--- config.mk ---
export PLATFORM = sky130hd
export DESIGN_NAME = vid_capture_ctrl
export DESIGN_NICKNAME = d
export VERILOG_FILES = /design/src/rtl/vid_capture_ctrl.sv
export SDC_FILE = /design/constraint.sdc
export NUM_CORES = 1
export LEC_CHECK = 0
export BUFFER_PORTS_ARGS = -buffer_cell sky130_fd_sc_hd__clkbuf_2
export CAP_MARGIN = 20
export CORE_ASPECT_RATIO = 1.2
export CORE_UTILIZATION = 53
export CTS_BUF_LIST = sky130_fd_sc_hd__clkbuf_8
export CTS_CLUSTER_DIAMETER = 200
export DETAILED_ROUTE_END_ITERATION = 8
export GPL_TIMING_DRIVEN = 1
export PLACE_DENSITY = 0.79
export SETUP_SLACK_MARGIN = 0.5
export SYNTH_ARGS = -nofsm -noshare
export SYNTH_HDL_FRONTEND = slang
export SYNTH_SLANG_ARGS = --single-unit
--- constraint.sdc ---
create_clock -name PixelClk -period 2.65 [get_ports PixelClk]
set_clock_uncertainty 0.05 [all_clocks]
set_input_delay 0.53 -clock PixelClk [delete_from_list [all_inputs] [get_ports PixelClk]]
set_output_delay 0.53 -clock PixelClk [all_outputs]
set_load 0.05 [all_outputs]
--- src/rtl/vid_capture_ctrl.sv ---
// Frame-capture sequencer: aligns PS start/stop/frame-count commands to vsync
// boundaries, gates the downstream writer and checks each frame's geometry.
module vid_capture_ctrl #(
    parameter int CAM_IMAGE_WIDTH  = 1280,
    parameter int CAM_IMAGE_HEIGHT = 720
) (
    input  logic        PixelClk,
    input  logic        vid_rstn,
    input  logic        cmd_start,
    input  logic        cmd_stop,
    input  logic [15:0] cmd_nframes,
    input  logic        vid_in_vsync,
    input  logic        vid_in_VDE,
    output logic        cap_en,
    output logic        frame_start,
    output logic        frame_done,
    output logic        busy,
    output logic [31:0] status
);

    typedef enum logic [1:0] {
        IDLE     = 2'd0,
        ARM      = 2'd1,
        CAPTURE  = 2'd2,
        STOPPING = 2'd3
    } state_t;

    localparam logic [11:0] EXP_W   = 12'(CAM_IMAGE_WIDTH);
    localparam logic [11:0] EXP_H   = 12'(CAM_IMAGE_HEIGHT);
    localparam logic [11:0] CNT_MAX = 12'hFFF;

    state_t      state, state_d;
    logic        vs_q, vde_q;
    logic        vs_rise, vde_fall;
    logic [15:0] nframes;
    logic [15:0] frames_done;
    logic [15:0] frames_inc;
    logic [11:0] last_lines;
    logic [11:0] pix_cnt, line_cnt;
    logic        err;
    logic        active;
    logic        last_frame;

    logic        accept_start;
    logic        frame_begin;
    logic        frame_end;
    logic        frame_start_d;
    logic        frame_done_d;

    assign vs_rise    = vid_in_vsync & ~vs_q;
    assign vde_fall   = vde_q & ~vid_in_VDE;
    assign active     = (state == CAPTURE) || (state == STOPPING);
    assign frames_inc = frames_done + 16'd1;
    assign last_frame = (nframes != 16'd0) && (frames_inc == nframes);

    always_ff @(posedge PixelClk) begin
        if (!vid_rstn) begin
            state <= IDLE;
        end else begin
            state <= state_d;
        end
    end

    always_comb begin
        // NOTE: every output gets a default first so no path can infer a latch.
        state_d       = state;
        accept_start  = 1'b0;
        frame_begin   = 1'b0;
        frame_end     = 1'b0;
        frame_start_d = 1'b0;
        frame_done_d  = 1'b0;
        case (state)
            IDLE: begin
                if (cmd_start && !cmd_stop) begin
                    state_d      = ARM;
                    accept_start = 1'b1;
                end
            end
            ARM: begin
                // A stop while armed wins over a coincident vsync: nothing is captured.
                if (cmd_stop) begin
                    state_d = IDLE;
                end else if (vs_rise) begin
                    state_d       = CAPTURE;
                    frame_begin   = 1'b1;
                    frame_start_d = 1'b1;
                end
            end
            CAPTURE: begin
                if (vs_rise) begin
                    frame_end    = 1'b1;
                    frame_done_d = 1'b1;
                    if (last_frame || cmd_stop) begin
                        state_d = IDLE;
                    end else begin
                        frame_begin   = 1'b1;
                        frame_start_d = 1'b1;
                    end
                end else if (cmd_stop) begin
                    state_d = STOPPING;
                end
            end
            STOPPING: begin
                if (vs_rise) begin
                    frame_end    = 1'b1;
                    frame_done_d = 1'b1;
                    state_d      = IDLE;
                end
            end
            default: state_d = IDLE;
        endcase
    end

    always_ff @(posedge PixelClk) begin
        // NOTE: state is updated with non-blocking assignments so every register
        // samples the pre-edge values of its neighbours.
        if (!vid_rstn) begin
            vs_q        <= 1'b0;
            vde_q       <= 1'b0;
            cap_en      <= 1'b0;
            frame_start <= 1'b0;
            frame_done  <= 1'b0;
            nframes     <= 16'd0;
            frames_done <= 16'd0;
            last_lines  <= 12'd0;
            pix_cnt     <= 12'd0;
            line_cnt    <= 12'd0;
            err         <= 1'b0;
        end else begin
            vs_q        <= vid_in_vsync;
            vde_q       <= vid_in_VDE;
            cap_en      <= vid_in_VDE & active;
            frame_start <= frame_start_d;
            frame_done  <= frame_done_d;

            if (accept_start) begin
                nframes     <= cmd_nframes;
                frames_done <= 16'd0;
            end else if (frame_end) begin
                frames_done <= frames_inc;
                last_lines  <= line_cnt;
            end

            if (frame_begin) begin
                pix_cnt <= 12'd0;
            end else if (active) begin
                if (vde_fall) begin
                    pix_cnt <= 12'd0;
                end else if (vid_in_VDE && pix_cnt != CNT_MAX) begin
                    pix_cnt <= pix_cnt + 12'd1;
                end
            end

            if (frame_begin) begin
                line_cnt <= 12'd0;
            end else if (active && vde_fall && line_cnt != CNT_MAX) begin
                line_cnt <= line_cnt + 12'd1;
            end

            // err is sticky: only an accepted start clears it.
            if (accept_start) begin
                err <= 1'b0;
            end else begin
                err <= err
                     | (active && vde_fall && pix_cnt != EXP_W)
                     | (frame_end && line_cnt != EXP_H);
            end
        end
    end

    assign busy   = (state != IDLE);
    assign status = {err, busy, state, last_lines, frames_done};

endmodule

* After elaboration in Yosys (flattened, before gate mapping) *
Cells that the tools add are included.

word-level totals
  flip-flop bits (word level) = 76
  bits of input ports = 22

cells by class
  bitwise logic cells = 9
  reduce and logical (&&, ||, !) cells = 20
  muxes and demuxes = 18
  add/sub/neg operators = 3
  equal/unequal tests = 13

operators by type and width
  kind                     number
  $add A12 B1 Y12 const B  2
  $mux W12                 2
  $ne A12 B12 Y1 const B   2
  $add A16 B1 Y16 const B  1
  $eq A16 B16 Y1           1
  $reduce_bool A16 Y1      1
  $mux W2                  7
  $ne A12 B10 Y1 const B   1
  $ne A12 B11 Y1 const B   1
  $pmux W2 S4              1
  $logic_and A1 B1 Y1      7
  $mux W1                  7
  $ne A3 B3 Y1 const B     2
  $reduce_or A2 Y1         3
  $reduce_and A5 Y1        1
  $eq A2 B2 Y1 const B     2
  $ne A2 B2 Y1 const B     2
  $not A1 Y1               4
  $reduce_and A2 Y1        2
  $reduce_bool A2 Y1       2
  $and A1 B1 Y1            3
  $ne A3 B2 Y1 const B     1
  $eq A2 B1 Y1 const B     1
  $logic_not A2 Y1         1
  other kinds (4)          6

* Logic depth before layout (Yosys ltp) *
Gate-level depths: netlist of the first run.

  depth in word-level cells = 8
  gate-level depth with buffers = 10

* Worst setup path after synthesis of the first run *
OpenSTA, ideal clock, no wires.

  path kind = register to register
  start point = reg frames_done[1]
  end point = reg pix_cnt[10]
  period minus slack after synthesis = 2.993 ns
  setup slack = -0.343 ns
  data arrival time = 2.869 ns
  stages on the path, launching flop included = 11
  path buffers = 2
  cells stage by stage = dfxtp_1 ha_1 clkbuf_1 and4_1 nand2b_1 o41ai_1 o2111ai_1 nor4_4 o211ai_4 buf_6 nor3_2

between the ends
  longest elaborated chain between the ends = 8

ends and longest elaborated chain
  item                               line  source
  from (decl)                        36    logic [15:0] frames_done;
  from (signal assigned)             140   frames_done <= frames_inc;
  $add A16 B1 Y16                    53    assign frames_inc = frames_done + 16'd1;
  $eq A16 B16 Y1                     54    assign last_frame = (nframes != 16'd0) && (frames_inc == nframes);
  $logic_and A1 B1 Y1                54
  $logic_or A1 B1 Y1                 93    if (last_frame || cmd_stop) begin
  $mux W1                            93
  $mux W1                            90    if (vs_rise) begin
  $pmux W1 S2                        72    case (state)
  $reduce_or A2 Y1 (no source line)  -
  to (signal assigned)               150   pix_cnt <= pix_cnt + 12'd1;
  to (decl)                          39    logic [11:0] pix_cnt, line_cnt;

No other way between the ends.
A chain may end at the register's enable or synchronous reset.

* Worst setup path after layout of the first run *
  start point = reg frames_done[3]
  end point = reg pix_cnt[4]

The elaborated chain is that of the path after synthesis.

==> results by group, run 1 <==
Layout
  – Nets: 582
  – Ant. Diodes: 0
  – Layout overhead on the synthesized area: 27.06%
  – Final std cells w/o fill: 646
  – Fillers: 550
  – Share of layout cells above drive strength 1: 31.47%

Yosys
  – Yosys top cell by area: dfxtp_1
  – Largest family of logic cells by synthesized area: simple AND/OR/NAND/NOR gates
  – Top FF cell, synth: dfxtp_1
  – Xor and xnor area share after synthesis: 12.24%
  – Synthesis Warnings: 0
  – Synth Area in Simple Gates: 28.81%
  – Synthesized Nets: 504
  – Mean post-synth cell area: 8.319 sq um
  – Mux contribution to synthesized area: 0.5087%
  – Synth top area share: 38.66%
  – Synth unique cells: 52
  – Synthesis-stage register bit count: 76
  – Post-synthesis cell count: 473
  – Post-Synth Adder-Cell Area: 2.862%
  – Synth cell count leaders: nand2_1 (86), dfxtp_1 (76), nor2_1 (46)
  – Asr flop ratio synth: 0%
  – Compound-cell area share of the yosys netlist: 12.43%
  – Top-count cell post-synth: nand2_1
  – Sequential fraction of the synthesis area: 38.66%
  – Mapped cell area: 3935 sq um
  – Post-synth EDFFs: 0
  – Largest cells by area after synthesis: dfxtp_1 (39%), nand2_1 (8.2%), xor2_1 (6.7%)

STA
  – Worst setup margin: 0.2950 ns
  – Unrepaired setup endpoints after global routing: true
  – Post-layout min period: 2.355 ns
  – Slew @ Worst Pin: 0.8196 ns
  – Period utilization: 88.87%
  – Setup TNS: 0 ns
  – Setup violators final: 0
  – Final max-slew violation count: 0
  – Final hold vios: 0
  – Fmax achieved: 424.6 MHz
  – Worst rel slew slack: 45.36%

Global route
  – First-pass GRT wire length: 16100 microns
  – Gr ovfl total: 0
  – Initial antenna violation count: 0
  – Largest net degree at the start of global routing: 40
  – Number of global-route vias before repair: 3453
  – Gr usage total: 27.55%

Die
  – Die Width: 80.66 microns
  – Boundary pin count: 58
  – Core Area: 7232 sq um
  – DIE HEIGHT: 96.39 microns
  – Starting Density: 54.41%
  – Row cnt: 34
  – DIE AREA: 7775 sq um

Detailed routing
  – Initial drt markers: 163
  – TritonRoute pass-1 iters: 4
  – Routed WL: 10540 microns
  – Vias per inst: 5.738
  – Vias: 3707
  – Final ANT Viol Nets: 0
  – Avg WL per Cell: 16.31 microns
  – # DRC: 0

Worst hold path
  – Min-Delay Path Class: in -> reg
  – Hold Crit Depth: 2
  – Worst Hold Path EP: vs_q
  – Min-Delay Startpoint: vid_in_vsync

Critical path
  – WP data arrival: 2.59 ns
  – Worst endpoint required time: 2.89 ns
  – Worst setup path startpoint: frames_done[3]
  – Worst-path fanout max: 7
  – FF-to-FF Start: frames_done[3]
  – FF-to-FF setup slack: 0.29 ns
  – Worst reg2reg path endpoint: pix_cnt[4]
  – WS Path Type: reg -> reg
  – Critical Path Start Type: flop
  – Crit. End Element: flop
  – Depth of the most critical reg-to-reg path: 9

CTS
  – Clock slew at reported path FFs: 0.08 ns
  – Maximum clock insertion buffer count: 2
  – Sink Count: 76
  – H-tree depth: 3
  – Root buffer cell: clkbuf_8
  – CTS tree: built
  – Total CTS buffers: 9
  – Clock Latency Late Sink: 0.36 ns

Pwr
  – Leakage: 1.901 nW
  – Power density over cell area: 480.3 nW/um^2
  – Maximum vdd drop: 0.0003759 V
  – Overall power: 2.401 mW

Placement
  – Dpl ws: -0.05967 ns
  – GPL Wtd Cong: 1.044
  – # port buffers: 57
  – Final HPWL DP: 6678 microns
  – Cells after DPL: 601

Outcome
  – Outcome: completed

Job
  – Max cap viols: 0
-- flip-flops by register name, indices dropped and copies added, names as in the netlist --
register     flops
nframes         16
vde_q            1
frames_done     16
frame_done       1
line_cnt        12
err              1
vs_q             1
state            2
frame_start      1
pix_cnt         12
last_lines      12
cap_en           1
-- kinds of logic after synthesis --
| family | Yosys count |
|---|---|
| AOI/OAI and AO/OA | 67 |
| buffers and inverters | 38 |
| muxes | 2 |
| adders and majority gates | 9 |
| and+or+nand+nor | 226 |
| DFF | 76 |
| xor gates and xnor gates | 55 |
-- final cells by class --
class	count	area, sq um	area share (%)
Tap cell	90	112.6	2.252
Clock buffer	9	123.9	2.477
Clock inverter	7	93.84	1.877
Sequential cell	76	1575	31.51
Inverter	11	45.04	0.9009
Timing Repair Buffer	91	560.5	11.21
Multi-Input combinational cell	362	2489	49.77
-- per-layer routing --
metal  part of all wire [%]  track usage [%]
met3                    5.1            4.319
met1                     38            29.95
met4                    3.6            16.52
met5                      0                0
met2                     53            50.07
-- placed cells by master, fill, tap and decap left out, types with 7 or more instances in the layout --
cell type	synthesis	final
nor3_2	6	11
dfxtp_4	0	13
inv_1	11	11
buf_4	5	31
dfxtp_1	76	59
clkbuf_8	0	9
a21boi_0	28	28
nor2_1	46	40
nand2_1	86	84
nand3_1	16	16
clkbuf_2	0	57
xnor2_1	25	23
nor3_1	12	7
o21ai_0	9	7
nand4_1	11	11
xor2_1	30	29
a21oi_1	9	9
-- worst max path at each step --
stage	endpoint	slack, ns	cells after the start
2_1_floorplan	pix_cnt[10]	0.12	10
3_3_place_gp	pix_cnt[8]	0.07	8
3_5_place_dp	pix_cnt[2]	-0.06	8
4_1_cts	line_cnt[4]	0.37	9
5_1_grt	pix_cnt[4]	0.16	9
6_report	pix_cnt[4]	0.29	9
-- metrics by stage --
stage | hold slack [ns] | util [%] | cell area, sq um
floorplan | 0.4181 | - | 4005
global placement | 0.4086 | 59.65 | 4314
detailed placement | 0.4143 | 59.65 | 4314
CTS | 0.3454 | 67.92 | 4912
global route | 0.3601 | 69.13 | 5000
finish | 0.3480 | 69.13 | 5000
-- worst max-delay path, stage by stage (launching register included) --
cell and delay (ns):
dfxtp_4 0.41, nand3_4 0.11, or2_1 0.26, buf_4 0.15
o31a_1 0.25, o32a_1 0.20, nor4_4 0.27, buf_6 0.20
o211ai_4 0.16, nor3_2 0.22
-- report_power, final --
group,internal (mW),switching [mW]
clock,0.528,0.453
sequential,1.15,0.0219
combinational,0.0908,0.159
-- timing repair --
action	in CTS	in global routing
hold buffers	0	0
pin swaps	28	15
cloned	2	1
buffers inserted	22	4
resized for setup	37	17
setup endpoints to repair	40	47
Power figures use the tool's default switching activity.
==> run 2, diff against run 1 <==
- clock period: 2.65 -> 1.9 ns (I/O delays scaled with it)
==> results by group, run 2 (synthesis gave the netlist of run 1 again) <==
Outcome
  – Outcome: finished, violations left
  – Failing checks: design-rule violations, negative setup slack

Die
  – Row cnt: 34 (unchanged)
  – Starting Density: 54.41% (unchanged)
  – Core Area: 7232 sq um (unchanged)
  – DIE AREA: 7775 sq um (unchanged)
  – Die Width: 80.66 microns (unchanged)
  – DIE HEIGHT: 96.39 microns (unchanged)
  – Boundary pin count: 58 (unchanged)

STA
  – Period utilization: 160.2% (+71 points)
  – Final hold vios: 0 (unchanged)
  – Worst setup margin: -1.143 ns (-1.438 ns)
  – Fmax achieved: 328.6 MHz (-23%)
  – Post-layout min period: 3.043 ns (+0.6880 ns)
  – Slew @ Worst Pin: 1.175 ns (+0.3558 ns)
  – Setup violators final: 27 (+27)
  – Worst rel slew slack: 20.92% (-24 points)
  – Final max-slew violation count: 0 (unchanged)
  – Unrepaired setup endpoints after global routing: true

Global route
  – Gr ovfl total: 0 (unchanged)
  – First-pass GRT wire length: 21980 microns (+36%)
  – Largest net degree at the start of global routing: 27 (-33%)
  – Number of global-route vias before repair: 4321 (+25%)
  – Initial antenna violation count: 0 (unchanged)
  – Gr usage total: 38.20% (+11 points)

Worst hold path
  – Min-Delay Startpoint: cmd_nframes[1]
  – Worst Hold Path EP: nframes[1]
  – Min-Delay Path Class: in -> reg
  – Hold Crit Depth: 3 (+1)

Placement
  – GPL Wtd Cong: 0.9427 (-9.7%)
  – Cells after DPL: 668 (+11%)
  – Final HPWL DP: 7478 microns (+12%)
  – # port buffers: 57 (unchanged)

Critical path
  – CP peak stage delay: 0.97 ns (+0.56 ns)
  – WS Path Type: reg -> reg
  – Worst reg2reg path endpoint: state[0]
  – Depth of the most critical reg-to-reg path: 9 (unchanged)
  – Worst-path fanout max: 3 (-4)
  – FF-to-FF Start: nframes[3]
  – Worst endpoint required time: 2.11 ns (-0.78 ns)
  – WP data arrival: 3.26 ns (+0.67 ns)
  – Crit path max-delay family: simple AND/OR/NAND/NOR gates
  – Critical path, cell by cell: buf_4 -> nor4_1 -> nand4_1 -> nand4_1 -> a2111o_1 -> nor4_4 -> buf_4 -> o21a_1 -> o211a_1
  – Buf/Inv on CP: 2 (unchanged)
  – Critical Path Start Type: flop
  – FF-to-FF setup slack: -1.14 ns (-1.44 ns)
  – CP max-delay cell: nor4_1
  – Crit. End Element: flop

Layout
  – Sequential standard cell area: 1582 sq um (+0.40%)
  – Ant. Diodes: 0 (unchanged)
  – Fillers: 239 (-57%)
  – Commonest non-fill, non-tap cell in the layout: buf_4
  – Nets: 652 (+12%)
  – Final core utilization: 91.31% (+22 points)
  – Layout overhead on the synthesized area: 67.82%
  – Top Registers: frames_done (16), nframes (16)
  – Share of layout cells above drive strength 1: 49.68% (+18 points)
  – Final std cells w/o fill: 716 (+11%)
  – Area used by multi-input combinational logic: 2927 sq um (+18%)
  – Most frequent cells in the layout: buf_4 (71), nand2_1 (58), dfxtp_1 (54), buf_6 (36), nor2_1 (34)

CTS
  – H-tree depth: 3 (unchanged)
  – Total CTS buffers: 9 (unchanged)
  – Maximum clock insertion buffer count: 2 (unchanged)
  – CTS tree: built
  – Hold-fix buffers at CTS: 0 (unchanged)
  – Sink Count: 76 (unchanged)
  – Clock Latency Late Sink: 0.38 ns (+0.02 ns)
  – Clock slew at reported path FFs: 0.11 ns (+0.03 ns)
  – Root buffer cell: clkbuf_8

Detailed routing
  – Routed WL: 18980 microns (+80%)
  – # DRC: 4 (+4)
  – Final ANT Viol Nets: 0 (unchanged)
  – Avg WL per Cell: 26.51 microns (+63%)
  – Vias per inst: 6.811 (+19%)
  – Initial drt markers: 723 (+340%)
  – TritonRoute pass-1 iters: 9 (+5)
  – Vias: 4877 (+32%)

Pwr
  – Overall power: 3.827 mW (+59%)
  – Leakage: 2.608 nW (+37%)
  – Power density over cell area: 579.5 nW/um^2 (+21%)
  – Maximum vdd drop: 0.0006375 V (+70%)

Job
  – Max cap viols: 0 (unchanged)
[run 2: power by group]
group | internal, mW | switching, mW | leakage, nW
clock | 0.750 | 0.729 | 0.114
combinational | 0.312 | 0.392 | 1.87
sequential | 1.60 | 0.0406 | 0.629
total | 2.67 | 1.16 | 2.61
[run 2: worst register-to-register path, cell delays in order, from the launching register on]
cell      delay (ns)
dfxtp_1         0.38
buf_4           0.17
nor4_1          0.98
nand4_1         0.26
nand4_1         0.19
a2111o_1        0.21
nor4_4          0.09
buf_4           0.17
o21a_1          0.21
o211a_1         0.22
[run 2: per-stage QoR]
| step | hold WS (ns) | instance area, sq um | TNS [ns] | worst slack (ns) |
|---|---|---|---|---|
| 2_1_floorplan | 0.4124 | 4143 | -15.79 | -0.6259 |
| 6_report | 0.1711 | 6604 | -28.65 | -1.143 |
| 4_1_cts | 0.1891 | 6151 | -11.52 | -0.5150 |
| 5_1_grt | 0.1675 | 6604 | -30.71 | -1.222 |
| 3_3_place_gp | 0.3907 | 4911 | -10.14 | -0.4695 |
| 3_5_place_dp | 0.3946 | 4911 | -12.77 | -0.6006 |
[run 2: repair_timing]
item,CTS,global route
buffers inserted,18,10
cloned,4,0
endpoints found under the setup margin,106,106
resized for setup,168,96
pin swaps,28,43
[run 2: metal layers]
metal	vias up	global-route usage, %	part of all wire, %
met3	225	8.075	13
met5	-	0	0.27
li1	1915	-	-
met2	507	66.88	44
met4	4	25.30	11
met1	2226	41.40	32
[run 2: worst max-delay path by stage]
| stage | from | end | slack, ns | depth (start not counted) |
|---|---|---|---|---|
| after floorplan | frames_done[3] | pix_cnt[10] | -0.63 | 10 |
| after global placement | frames_done[0] | state[1] | -0.47 | 9 |
| after detailed placement | frames_done[0] | state[1] | -0.60 | 9 |
| after CTS | frames_done[1] | state[1] | -0.51 | 9 |
| after global routing | nframes[3] | state[0] | -1.22 | 9 |
| final | nframes[3] | state[0] | -1.14 | 9 |
[run 2: cell type report]
type	count	area share, %
timing repair buffer	160	25.88
clock buffer	9	1.876
inverter	11	0.7579
clock inverter	7	1.516
tap	90	1.705
multi-input combinational	363	44.32
sequential	76	23.95
==> run 3, diff against run 2 <==
- CORE_MARGIN: unset -> 8
- CORE_UTILIZATION: 53 -> 52
- CTS_BUF_LIST: sky130_fd_sc_hd__clkbuf_8 -> unset
- PLACE_DENSITY: 0.79 -> 0.78
==> results by group, run 3 (synthesis gave the netlist of run 1 again) <==
Critical path
  – Buf/Inv on CP: 2 (unchanged)
  – Critical Path Start Type: flop
  – WP data arrival: 2.83 ns (-0.43 ns)
  – WS Path Type: reg -> reg
  – Worst reg2reg path endpoint: state[1]
  – CP max-delay cell: a2111o_1
  – Depth of the most critical reg-to-reg path: 9 (unchanged)
  – FF-to-FF setup slack: -0.70 ns (+0.44 ns)
  – Worst endpoint required time: 2.13 ns (+0.02 ns)
  – CP peak stage delay: 0.40 ns (-0.57 ns)
  – Crit path max-delay family: simple AND/OR/NAND/NOR gates
  – Critical path, cell by cell: buf_4 -> nand3_1 -> nor4_4 -> nor3b_2 -> a2111o_1 -> nor4_4 -> buf_4 -> o21a_1 -> mux2i_1
  – FF-to-FF Start: frames_done[9]
  – Crit. End Element: flop
  – Worst-path fanout max: 3 (unchanged)

Global route
  – Gr usage total: 26.22% (-12 points)
  – Gr ovfl total: 0 (unchanged)
  – Number of global-route vias before repair: 4474 (+3.5%)
  – Largest net degree at the start of global routing: 16 (-41%)
  – Initial antenna violation count: 0 (unchanged)
  – First-pass GRT wire length: 21830 microns (-0.66%)

Detailed routing
  – Routed wl met2: 8884 microns (+5.6%)
  – Initial drt markers: 429 (-41%)
  – Final ANT Viol Nets: 0 (unchanged)
  – Met1 WL: 6019 microns (+0.28%)
  – Avg WL per Cell: 24.90 microns (-6.1%)
  – Vias: 4700 (-3.6%)
  – Max layer used: met4
  – # DRC: 0 (-4)
  – Routed WL: 17900 microns (-5.7%)
  – Vias per inst: 6.537 (-4.0%)
  – DR WL met3: 1450 microns (-42%)
  – TritonRoute pass-1 iters: 5 (-4)

Placement
  – Final HPWL DP: 8093 microns (+8.2%)
  – GPL Wtd Cong: 0.9424 (about the same)
  – # port buffers: 57 (unchanged)
  – Cells after DPL: 673 (+0.75%)
  – Dpl ws: -0.5424 ns (+0.05825 ns)

CTS
  – Sink Count: 76 (unchanged)
  – Hold-fix buffers at CTS: 0 (unchanged)
  – Maximum clock insertion buffer count: 2 (unchanged)
  – Total CTS buffers: 9 (unchanged)
  – Clock slew at reported path FFs: 0.08 ns (-0.03 ns)
  – CTS tree: built
  – Root buffer cell: clkbuf_8
  – H-tree depth: 3 (unchanged)
  – Clock Latency Late Sink: 0.37 ns (about the same)

STA
  – Final hold vios: 0 (unchanged)
  – Setup violators final: 28 (+3.7%)
  – Unrepaired setup endpoints after global routing: true
  – Slew @ Worst Pin: 0.5246 ns (-0.6508 ns)
  – Period utilization: 137.1% (-23 points)
  – Final max-slew violation count: 0 (unchanged)
  – Worst rel slew slack: 64.47% (+44 points)
  – Worst setup margin: -0.7046 ns (+0.4384 ns)
  – Fmax achieved: 383.9 MHz (+17%)
  – Post-layout min period: 2.605 ns (-0.4384 ns)
  – Smallest hold slack: 0.1984 ns (+0.02726 ns)

Die
  – Core Area: 7317 sq um (+1.2%)
  – Die Width: 95.41 microns (+18%)
  – Row cnt: 34 (unchanged)
  – Starting Density: 53.78% (-0.63 points)
  – DIE HEIGHT: 111.3 microns (+15%)
  – DIE AREA: 10620 sq um (+37%)
  – Boundary pin count: 58 (unchanged)

Worst hold path
  – Min-Delay Path Class: in -> reg
  – Hold Crit Depth: 3 (unchanged)
  – Worst Hold Path EP: nframes[0]
  – Min-Delay Startpoint: cmd_nframes[0]

Pwr
  – Power density over cell area: 532.9 nW/um^2 (-8.0%)
  – Maximum vdd drop: 0.0004241 V (-33%)
  – Leakage: 2.562 nW (-1.8%)

Layout
  – Share of layout cells above drive strength 1: 51.83% (+2.1 points)
  – Final std cells w/o fill: 719 (+0.42%)
  – Ant. Diodes: 0 (unchanged)
  – Most frequent cells in the layout: buf_4 (73), dfxtp_1 (56), nand2_1 (52), buf_6 (42)
  – Layout overhead on the synthesized area: 67.31%
  – Fillers: 255 (+6.7%)
  – Commonest non-fill, non-tap cell in the layout: buf_4
  – Top Registers: frames_done (16), nframes (16)
  – Nets: 656 (+0.61%)

Outcome
  – Outcome: finished, violations left
  – Failing checks: negative setup slack

Job
  – Max cap viols: 0 (unchanged)
[run 3: final cells by class]
class,count,area [sq um],area share (%)
well taps,90,112.6,1.710
repair buffers,165,1695,25.75
inverters,11,50.05,0.7602
multi-input cells,362,2959,44.94
flip-flops and latches,76,1579,23.98
clock buffers,12,166.4,2.528
clock inverters,3,21.27,0.3231
[run 3: tightest hold or removal path: cells and delay by family]
kind / cells / cell delay, ns
AO/OA/AOI/OAI: 1 / 0.05
AND/OR/NAND/NOR: 1 / 0.04
buffers and inverters: 1 / 0.09
[run 3: power breakdown]
part	total (mW)	leakage [nW]	internal [mW]	switching [mW]
combinational	0.638	1.84	0.287	0.351
sequential	1.64	0.628	1.60	0.0382
clock	1.23	0.0936	0.584	0.645
total	3.51	2.56	2.47	1.03
[run 3: routing by layer]
layer | vias to the layer above | GRT usage [%]
met1 | 2237 | 26.44
met4 | 0 | 17.88
li1 | 1923 | -
met2 | 378 | 46.01
met3 | 162 | 5.691
met5 | - | 0
[run 3: metrics by stage]
step                      util [%]  instance area [sq um]  TNS (ns)  power, mW
final                        89.98                   6584    -17.57      3.509
after detailed placement     67.46                   4936    -13.52      2.060
after global routing         89.98                   6584    -24.85      3.602
after global placement       67.46                   4936    -10.57      2.049
after floorplan                  -                   4143    -15.79      1.952
after CTS                    83.43                   6105    -13.83      3.384
[run 3: worst max-delay path by stage]
stage,from,end,slack [ns],depth (start not counted)
floorplan,frames_done[3],pix_cnt[10],-0.63,10
global route,frames_done[3],line_cnt[4],-0.95,9
global placement,frames_done[0],frame_start,-0.43,9
detailed placement,frames_done[0],pix_cnt[9],-0.54,9
CTS,frames_done[8],state[0],-0.55,10
finish,frames_done[9],state[1],-0.70,9
[run 3: repair_timing]
item | in CTS | in global routing
endpoints found under the setup margin | 104 | 107
buffers inserted | 18 | 8
gates cloned | 4 | 1
endpoints found under the hold margin | 0 | 0
pin swaps | 26 | 28
resized for setup | 173 | 121
